### src/rtl/sdrc_wb_bist_pkg.sv
// rtl/sdrc_wb_bist_pkg.sv - shared state encoding, CTI codes and LFSR step for the WB BIST master
package sdrc_wb_bist_pkg;

   typedef enum logic [2:0] {
      ST_IDLE      = 3'd0,
      ST_WAIT_INIT = 3'd1,
      ST_WR_BURST  = 3'd2,
      ST_WR_GAP    = 3'd3,
      ST_RD_BURST  = 3'd4,
      ST_RD_GAP    = 3'd5,
      ST_FIN       = 3'd6
   } bist_state_t;

   localparam logic [2:0]  CTI_INCR  = 3'b010;
   localparam logic [2:0]  CTI_EOB   = 3'b111;
   localparam logic [31:0] LFSR_TAPS = 32'h80200003;

   // Right-shifting Galois step for x^32+x^22+x^2+x+1
   function automatic logic [31:0] lfsr_next(input logic [31:0] v);
      return {1'b0, v[31:1]} ^ (v[0] ? LFSR_TAPS : 32'h0);
   endfunction

endpackage

### src/rtl/sdrc_bist_lfsr.sv
// rtl/sdrc_bist_lfsr.sv - 32-bit pattern LFSR with synchronous load and step
module sdrc_bist_lfsr
   import sdrc_wb_bist_pkg::*;
(
   input  logic        i_clk,
   input  logic        i_rst_n,
   input  logic        i_load,
   input  logic [31:0] i_seed,
   input  logic        i_step,
   output logic [31:0] o_value
);

   logic [31:0] r_value;

   // Load wins over step so a reload at the phase change starts cleanly
   always_ff @(posedge i_clk or negedge i_rst_n) begin
      if (!i_rst_n)    r_value <= '0;
      else if (i_load) r_value <= i_seed;
      else if (i_step) r_value <= lfsr_next(r_value);
   end

   assign o_value = r_value;

endmodule

### src/rtl/sdrc_wb_bist.sv
// rtl/sdrc_wb_bist.sv - WB burst master that writes an LFSR pattern over a window and reads it back
module sdrc_wb_bist
   import sdrc_wb_bist_pkg::*;
#(
   parameter int APP_AW = 26,
   parameter int dw     = 32,
   parameter int BL_MAX = 8,
   parameter int TMO_W  = 10
) (
   input  logic              sdram_clk,
   input  logic              sdram_resetn,
   input  logic              sdr_init_done,
   input  logic              bist_start,
   input  logic [APP_AW-1:0] cfg_base_addr,
   input  logic [15:0]       cfg_len,
   input  logic [3:0]        cfg_burst,
   input  logic [31:0]       cfg_seed,
   output logic              wb_cyc_o,
   output logic              wb_stb_o,
   output logic              wb_we_o,
   output logic [APP_AW-1:0] wb_addr_o,
   output logic [dw-1:0]     wb_dat_o,
   output logic [dw/8-1:0]   wb_sel_o,
   output logic [2:0]        wb_cti_o,
   input  logic              wb_ack_i,
   input  logic [dw-1:0]     wb_dat_i,
   output logic              bist_busy,
   output logic              bist_done,
   output logic              bist_pass,
   output logic              bist_tmo,
   output logic [15:0]       bist_err_cnt,
   output logic [APP_AW-1:0] bist_err_addr
);

   localparam logic [TMO_W-1:0] WDOG_LAST = {{(TMO_W-1){1'b1}}, 1'b0};
   localparam logic [3:0]       BURST_MAX = 4'(BL_MAX);

   bist_state_t       r_state, w_state_nxt;
   logic [15:0]       r_len, r_rem, r_err_cnt;
   logic [APP_AW-1:0] r_base, r_addr, r_err_addr;
   logic [31:0]       r_seed;
   logic [3:0]        r_burst, r_beats;
   logic [TMO_W-1:0]  r_wdog;
   logic [2:0]        r_cti;
   logic              r_cyc, r_we, r_busy, r_done, r_pass, r_tmo;

   logic              w_start, w_ack, w_wdog_fire, w_phase_flip, w_in_burst_nxt, w_enter_burst;
   logic [15:0]       w_rem_src;
   logic [3:0]        w_beats_new, w_burst_eff;
   logic [31:0]       w_seed_eff, w_lfsr_seed, w_lfsr_val;

   assign w_start        = (r_state == ST_IDLE) && bist_start;
   assign w_ack          = wb_ack_i && r_cyc;
   // Fires on the cycle that would make the stall count all-ones
   assign w_wdog_fire    = r_cyc && !wb_ack_i && (r_wdog == WDOG_LAST);
   assign w_phase_flip   = (r_state == ST_WR_GAP) && (r_rem == 16'd0);
   assign w_in_burst_nxt = (w_state_nxt == ST_WR_BURST) || (w_state_nxt == ST_RD_BURST);
   assign w_enter_burst  = w_in_burst_nxt && !r_cyc;
   assign w_rem_src      = w_phase_flip ? r_len : r_rem;
   assign w_beats_new    = (w_rem_src < {12'd0, r_burst}) ? w_rem_src[3:0] : r_burst;
   assign w_burst_eff    = (cfg_burst == 4'd0) ? 4'd1 :
                           (cfg_burst > BURST_MAX) ? BURST_MAX : cfg_burst;
   assign w_seed_eff     = (cfg_seed == 32'd0) ? 32'd1 : cfg_seed;
   assign w_lfsr_seed    = w_start ? w_seed_eff : r_seed;

   sdrc_bist_lfsr u_lfsr (
      .i_clk   (sdram_clk),
      .i_rst_n (sdram_resetn),
      .i_load  (w_start || w_phase_flip),
      .i_seed  (w_lfsr_seed),
      .i_step  (w_ack),
      .o_value (w_lfsr_val)
   );

   // State register
   always_ff @(posedge sdram_clk or negedge sdram_resetn) begin
      if (!sdram_resetn) r_state <= ST_IDLE;
      else               r_state <= w_state_nxt;
   end

   // Next-state: bursts end on the ack of their last beat, gaps last one cycle
   always_comb begin
      w_state_nxt = r_state;
      case (r_state)
         ST_IDLE:      if (bist_start) w_state_nxt = ST_WAIT_INIT;
         ST_WAIT_INIT: if (sdr_init_done) w_state_nxt = (r_len == 16'd0) ? ST_FIN : ST_WR_BURST;
         ST_WR_BURST:  if (w_wdog_fire) w_state_nxt = ST_FIN;
                       else if (w_ack && r_beats == 4'd1) w_state_nxt = ST_WR_GAP;
         ST_WR_GAP:    w_state_nxt = (r_rem == 16'd0) ? ST_RD_BURST : ST_WR_BURST;
         ST_RD_BURST:  if (w_wdog_fire) w_state_nxt = ST_FIN;
                       else if (w_ack && r_beats == 4'd1) w_state_nxt = ST_RD_GAP;
         ST_RD_GAP:    w_state_nxt = (r_rem == 16'd0) ? ST_FIN : ST_RD_BURST;
         ST_FIN:       w_state_nxt = ST_IDLE;
         default:      w_state_nxt = ST_IDLE;
      endcase
   end

   // Datapath and registered outputs, all derived from the next state
   always_ff @(posedge sdram_clk or negedge sdram_resetn) begin
      if (!sdram_resetn) begin
         r_len <= '0; r_rem <= '0; r_err_cnt <= '0; r_base <= '0; r_addr <= '0;
         r_err_addr <= '0; r_seed <= '0; r_burst <= '0; r_beats <= '0; r_wdog <= '0;
         r_cti <= '0; r_cyc <= 1'b0; r_we <= 1'b0; r_busy <= 1'b0; r_done <= 1'b0;
         r_pass <= 1'b0; r_tmo <= 1'b0;
      end else begin
         r_cyc  <= w_in_burst_nxt;
         r_we   <= (w_state_nxt == ST_WR_BURST);
         r_busy <= (w_state_nxt != ST_IDLE) && (w_state_nxt != ST_FIN);
         if (w_start) begin
            r_len      <= cfg_len;
            r_rem      <= cfg_len;
            r_base     <= {cfg_base_addr[APP_AW-1:2], 2'b00};
            r_addr     <= {cfg_base_addr[APP_AW-1:2], 2'b00};
            r_seed     <= w_seed_eff;
            r_burst    <= w_burst_eff;
            r_done     <= 1'b0;
            r_pass     <= 1'b0;
            r_tmo      <= 1'b0;
            r_err_cnt  <= '0;
            r_err_addr <= '0;
         end
         if (w_phase_flip) begin
            r_addr <= r_base;
            r_rem  <= r_len;
         end
         if (w_enter_burst) begin
            r_beats <= w_beats_new;
            r_cti   <= (w_beats_new == 4'd1) ? CTI_EOB : CTI_INCR;
         end else if (w_ack) begin
            r_addr  <= r_addr + APP_AW'(4);
            r_rem   <= r_rem - 16'd1;
            r_beats <= r_beats - 4'd1;
            r_cti   <= (r_beats == 4'd2) ? CTI_EOB : CTI_INCR;
         end
         if (!w_in_burst_nxt) r_cti <= '0;
         if (!r_cyc || w_ack) r_wdog <= '0;
         else                 r_wdog <= r_wdog + 1'b1;
         if (w_wdog_fire) r_tmo <= 1'b1;
         if (w_ack && !r_we && (wb_dat_i != w_lfsr_val)) begin
            if (r_err_cnt != 16'hFFFF) r_err_cnt <= r_err_cnt + 16'd1;
            if (r_err_cnt == 16'd0)    r_err_addr <= r_addr;
         end
         if (w_state_nxt == ST_FIN) begin
            r_done <= 1'b1;
            r_pass <= (r_err_cnt == 16'd0) && !w_wdog_fire;
         end
      end
   end

   assign wb_cyc_o      = r_cyc;
   assign wb_stb_o      = r_cyc;
   assign wb_we_o       = r_we;
   assign wb_addr_o     = r_addr;
   assign wb_dat_o      = w_lfsr_val;
   assign wb_sel_o      = '1;
   assign wb_cti_o      = r_cti;
   assign bist_busy     = r_busy;
   assign bist_done     = r_done;
   assign bist_pass     = r_pass;
   assign bist_tmo      = r_tmo;
   assign bist_err_cnt  = r_err_cnt;
   assign bist_err_addr = r_err_addr;

endmodule
### config.mk
export PLATFORM = sky130hd
export DESIGN_NAME = sdrc_wb_bist
export DESIGN_NICKNAME = d
export VERILOG_FILES = /design/src/rtl/sdrc_wb_bist_pkg.sv /design/src/rtl/sdrc_bist_lfsr.sv /design/src/rtl/sdrc_wb_bist.sv
export SDC_FILE = /design/constraint.sdc
export NUM_CORES = 1
export LEC_CHECK = 0
export ABC_AREA = 1
export CORE_MARGIN = 1.5
export CORE_UTILIZATION = 48
export CTS_CLUSTER_DIAMETER = 80
export DETAILED_ROUTE_END_ITERATION = 8
export GPL_TIMING_DRIVEN = 1
export PLACE_DENSITY = 0.87
export SYNTH_ARGS = -nofsm -noshare
export SYNTH_HDL_FRONTEND = slang
export SYNTH_SLANG_ARGS = --single-unit
### constraint.sdc
create_clock -name sdram_clk -period 2.3 [get_ports sdram_clk]
set_input_delay 0.46 -clock sdram_clk [delete_from_list [all_inputs] [get_ports sdram_clk]]
set_output_delay 0.46 -clock sdram_clk [all_outputs]
set_load 0.02 [all_outputs]
==> summary by stage <==
STA
The final critical-path required period is 2.76 ns. Static timing analysis puts the maximum clock frequency at 362 MHz. Across all setup checks in the final design, the least slack found is -0.459 ns.

In the final timing run, aggregate negative setup slack is -2.26 ns. Setup repair after global routing could not meet its margin everywhere. Measured against its own limit, the worst slew margin works out to 0.589. On the final layout, the worst clock skew is 0.0262 ns. The number of pins with negative max-slew slack in the final report is 0. Setup violations remaining at the end of the flow were counted as 6. The transition at the pin with the smallest max-transition slack is 0.616 ns.

The count of final hold-check violations came to 0. Of the available clock period, the critical path in the final layout requires 1.20.

Die
The initial standard-cell utilization of the core is 0.489. The total die area is 25,600 um^2. The core region is 24,200 um^2. During I/O placement, the number of pins put on the boundary was 229. The die height is 160 um. The width of the chip is 160 um. The initialized floorplan defines 57 standard-cell rows.

Logic synthesis
The gate count after technology mapping is 1,517. In the post-synthesis netlist, the cell with the most instances is sky130_fd_sc_hd__nand2_1. The mapped netlist covers 11,900 um^2.

Of the synthesized area, sequential elements account for 0.458. The Yosys step of the flow raised 0 warnings. The commonest cells after synthesis are sky130_fd_sc_hd__nand2_1 (351), sky130_fd_sc_hd__dfrtp_1 (217), sky130_fd_sc_hd__inv_1 (177), sky130_fd_sc_hd__nand3_1 (153), sky130_fd_sc_hd__o21ai_0 (144). The average instance in the mapped netlist occupies 7.81 um^2. Sorting the synthesized cells by area gives the leading types as sky130_fd_sc_hd__dfrtp_1 (46%), sky130_fd_sc_hd__nand2_1 (11%), sky130_fd_sc_hd__nand3_1 (6.5%).

Summed over all instances, the cell type with the most area after synthesis is sky130_fd_sc_hd__dfrtp_1. Among all flip-flop cells after synthesis, the most frequent one is sky130_fd_sc_hd__dfrtp_1. The fraction of post-synthesis cell area in the top cell type by area is 0.458.

Of all flip-flops after synthesis, the portion carrying an async set or reset was 1.00. The synthesized flop and latch total is 217. After synthesis, the netlist uses 50 different library cells. The number of enable-type register cells in the synthesized netlist is 0.

Clocking
The number of buffers between clock root and the deepest sink is 3. For this design, the sink count on the clock tree is 217. Clock latency on the worst-skew pair, taken at its later pin, is 0.53 ns. The number of buffers created by CTS is 24. TritonCTS built the clock tree. The H-tree level count is 1. After clock tree synthesis, the clock-pin slew on the worst setup and hold paths is 0.06 ns. The cell sitting at the root of the clock tree is a sky130_fd_sc_hd__clkbuf_16.

Detailed routing
The number of iterations in the first detailed-routing pass is 6. After detailed routing, the total wire length is 37.6 mm. The count of nets left with antenna violations once routing finished came out at 0. The detailed-route via count is 12,100. In the routed layout, each cell is associated on average with a via count of 5.62.

The violation count after the first detailed-route iteration is 1,215. Dividing the detail-routed wire length by the instance count gives 17.5 um. The post-detailed-route DRC marker count is 0.

Flow run
The tool flagged a number of max-cap violations equal to 0.

Worst setup path
The arrival time of data at the critical path endpoint is 3.16 ns. The endpoint of the worst setup timing path is wb_cti_o[0]. Data on the critical path is required at its endpoint by 2.70 ns. The setup path with the least slack is of type flip-flop to flip-flop.

The kind of capture point of the worst setup path is a flip-flop. The startpoint of the worst setup timing path is r_rem[1]. Across all register-to-register paths, the minimum setup slack is -0.46 ns. The terminus of the critical flop-to-flop path is wb_cti_o[0].

The largest fanout of any net on the critical path is 4. Counting cells, the worst reg-to-reg path comes to 20. The element type at the critical path start is a flip-flop. In this run the critical register-to-register path is launched from r_rem[1].

Final layout
The area growth from synthesis to layout is 38.1%. For this run, the number of standard cells in the final layout without fillers is 2,155. The post-layout instance area is 16,400 um^2.

The total number of nets in the final design is 1,944. The number of antenna repair diodes is 0. Of the cells placed in the final design, the portion with a size suffix greater than 1 is 0.140.

Outcome
The final reports fail on setup timing. The run finished, with violations left.

GRT
The number of antenna violations at the first check in global routing is 0. The first global-routing pass estimated 59.8 mm of wire. The number of global-route vias before repair is 11,900. The pin count of the biggest net entering global routing is 77. The total routing resource utilization after global routing is 0.287. The final global-route overflow total is 0.

Placed design
Once placement finished, the instance area stood at 15,100 um^2. In this run the tool buffered the top-level ports with 222 buffer cells. The HPWL after detailed placement is 26.1 mm. The total placed cells including tap cells is 2,081.

The congestion estimate from routability-driven global placement came to 0.930. OpenSTA, run right after detailed placement, puts the worst setup slack at -0.379 ns.

Power and ir drop
The reported leakage power is 0.00760 uW. The worst-case IR drop observed on VDD is 666 uV. Dividing total power by cell area gives a power density of 1240 nW/um^2.

Min path
The worst hold path belongs to the class flip-flop to flip-flop.
## flip-flops by register name, indices dropped and copies added (netlist names)
name and flops:
wb_we_o 1, bist_busy 1, r_burst 4, r_rem 16, r_beats 4, wb_cti_o 2
bist_err_cnt 16, r_wdog 10, wb_cyc_o 1, r_len 16, bist_done 1, bist_tmo 1
bist_err_addr 26, wb_addr_o 26, r_state 3, u_lfsr.o_value 32, r_base 24, bist_pass 1
r_seed 32
## where the power goes
group | internal [uW] | total [uW] | switching [uW]
logic | 4070 | 9620 | 5550
registers | 5340 | 6650 | 1310
clock network | 2490 | 4060 | 1570
total | 11900 | 20300 | 8430
## worst min-delay path by stage
stage            endpoint         start  slack (ns)  cells past startpoint
6_report        r_seed[2]     r_seed[2]        0.48                      2
5_1_grt         r_seed[2]     r_seed[2]        0.50                      2
4_1_cts        r_seed[23]    r_seed[23]        0.47                      2
3_5_place_dp   r_seed[23]    r_seed[23]        0.46                      2
3_3_place_gp   r_seed[24]    r_seed[24]        0.46                      2
2_1_floorplan   bist_busy  sdram_resetn        0.16                      0
## worst max-delay path: stages (launching register included)
cell	delay (ns)
sky130_fd_sc_hd__dfrtp_1	0.40
sky130_fd_sc_hd__inv_2	0.09
sky130_fd_sc_hd__ha_4	0.13
sky130_fd_sc_hd__inv_2	0.03
sky130_fd_sc_hd__nor2_2	0.09
sky130_fd_sc_hd__nand2_2	0.07
sky130_fd_sc_hd__nor2_4	0.14
sky130_fd_sc_hd__nand3_4	0.12
sky130_fd_sc_hd__nor2_4	0.11
sky130_fd_sc_hd__inv_1	0.07
sky130_fd_sc_hd__o21ai_1	0.10
sky130_fd_sc_hd__inv_1	0.08
sky130_fd_sc_hd__ha_1	0.21
sky130_fd_sc_hd__a21oi_2	0.14
sky130_fd_sc_hd__a21boi_4	0.29
sky130_fd_sc_hd__buf_6	0.14
sky130_fd_sc_hd__nand3_1	0.11
sky130_fd_sc_hd__nand2_2	0.10
sky130_fd_sc_hd__nor2_1	0.05
sky130_fd_sc_hd__nand3_1	0.07
sky130_fd_sc_hd__a21oi_1	0.06
## repair_timing
item	in CTS	in global routing
resized for setup	20	32
cloned	0	1
endpoints found under the hold margin	59	0
setup endpoints to repair	5	48
pin swaps	8	19
buffers inserted	16	16
hold buffers	1	0
## layout by cell type, fill, tap and decap left out, types with 6 or more instances in the layout
cell type                         instances
sky130_fd_sc_hd__a41oi_1                  6
sky130_fd_sc_hd__inv_2                    7
sky130_fd_sc_hd__o21ai_1                 25
sky130_fd_sc_hd__nand3_2                  7
sky130_fd_sc_hd__o22ai_1                  7
sky130_fd_sc_hd__nor3_1                  24
sky130_fd_sc_hd__nand2_2                 17
sky130_fd_sc_hd__dfrtp_1                215
sky130_fd_sc_hd__buf_6                    8
sky130_fd_sc_hd__inv_1                  173
sky130_fd_sc_hd__a221oi_1                 6
sky130_fd_sc_hd__o21ai_0                140
sky130_fd_sc_hd__clkdlybuf4s50_1        221
sky130_fd_sc_hd__nor4_1                  15
sky130_fd_sc_hd__ha_1                    10
sky130_fd_sc_hd__xnor2_1                 23
sky130_fd_sc_hd__buf_12                  15
sky130_fd_sc_hd__o221ai_1                14
sky130_fd_sc_hd__buf_4                  103
sky130_fd_sc_hd__nor2_2                   9
sky130_fd_sc_hd__xor2_1                  28
sky130_fd_sc_hd__nand4_1                 18
sky130_fd_sc_hd__nand3_1                150
sky130_fd_sc_hd__nor2_4                  10
sky130_fd_sc_hd__a21oi_1                 49
sky130_fd_sc_hd__o211ai_1                 8
sky130_fd_sc_hd__clkbuf_16               25
sky130_fd_sc_hd__nand2_1                341
sky130_fd_sc_hd__nor2_1                  79
sky130_fd_sc_hd__a31oi_1                  6
## per-stage QoR
stage	power (uW)	hold WS [ns]	utilization
final	20300	0.478	0.675
after global routing	21600	0.499	0.675
after CTS	19900	0.475	0.664
after detailed placement	15600	0.460	0.622
after global placement	15300	0.456	0.622
after floorplan	11600	0.164	-
## kinds of logic (layout without fill, tap and decap cells)
logic type               count (synthesis)  after routing  synth area share
AND/OR/NAND/NOR                        695            695             0.270
AO/OA/AOI/OAI                          276            276             0.132
buffers and inverters                  263            574            0.0872
flip-flops                             217            217             0.458
XOR/XNOR                                52             52            0.0384
adder cells (fa/ha/maj)                 13             13            0.0137
other                                    1              4          0.000316
## metal layers
metal	vias to the layer above	global-route usage	wire length, um	share of wire
met5	-	0	0	0
met4	0	0.118	1410	0.037
met3	111	0.0509	3060	0.081
met2	656	0.493	18600	0.49
met1	5761	0.355	14600	0.39
li1	5580	-	-	-
## final cells by class
type / instances / area [um^2]
Multi-Input combinational cell: 1040 / 5580
Sequential cell: 217 / 5430
Clock inverter: 11 / 173
Clock buffer: 30 / 663
Tap cell: 324 / 405
Timing Repair Buffer: 350 / 3420
Fill cell: 1864 / 7870
Inverter: 183 / 693
No activity file was read; power rests on OpenSTA's default activity.
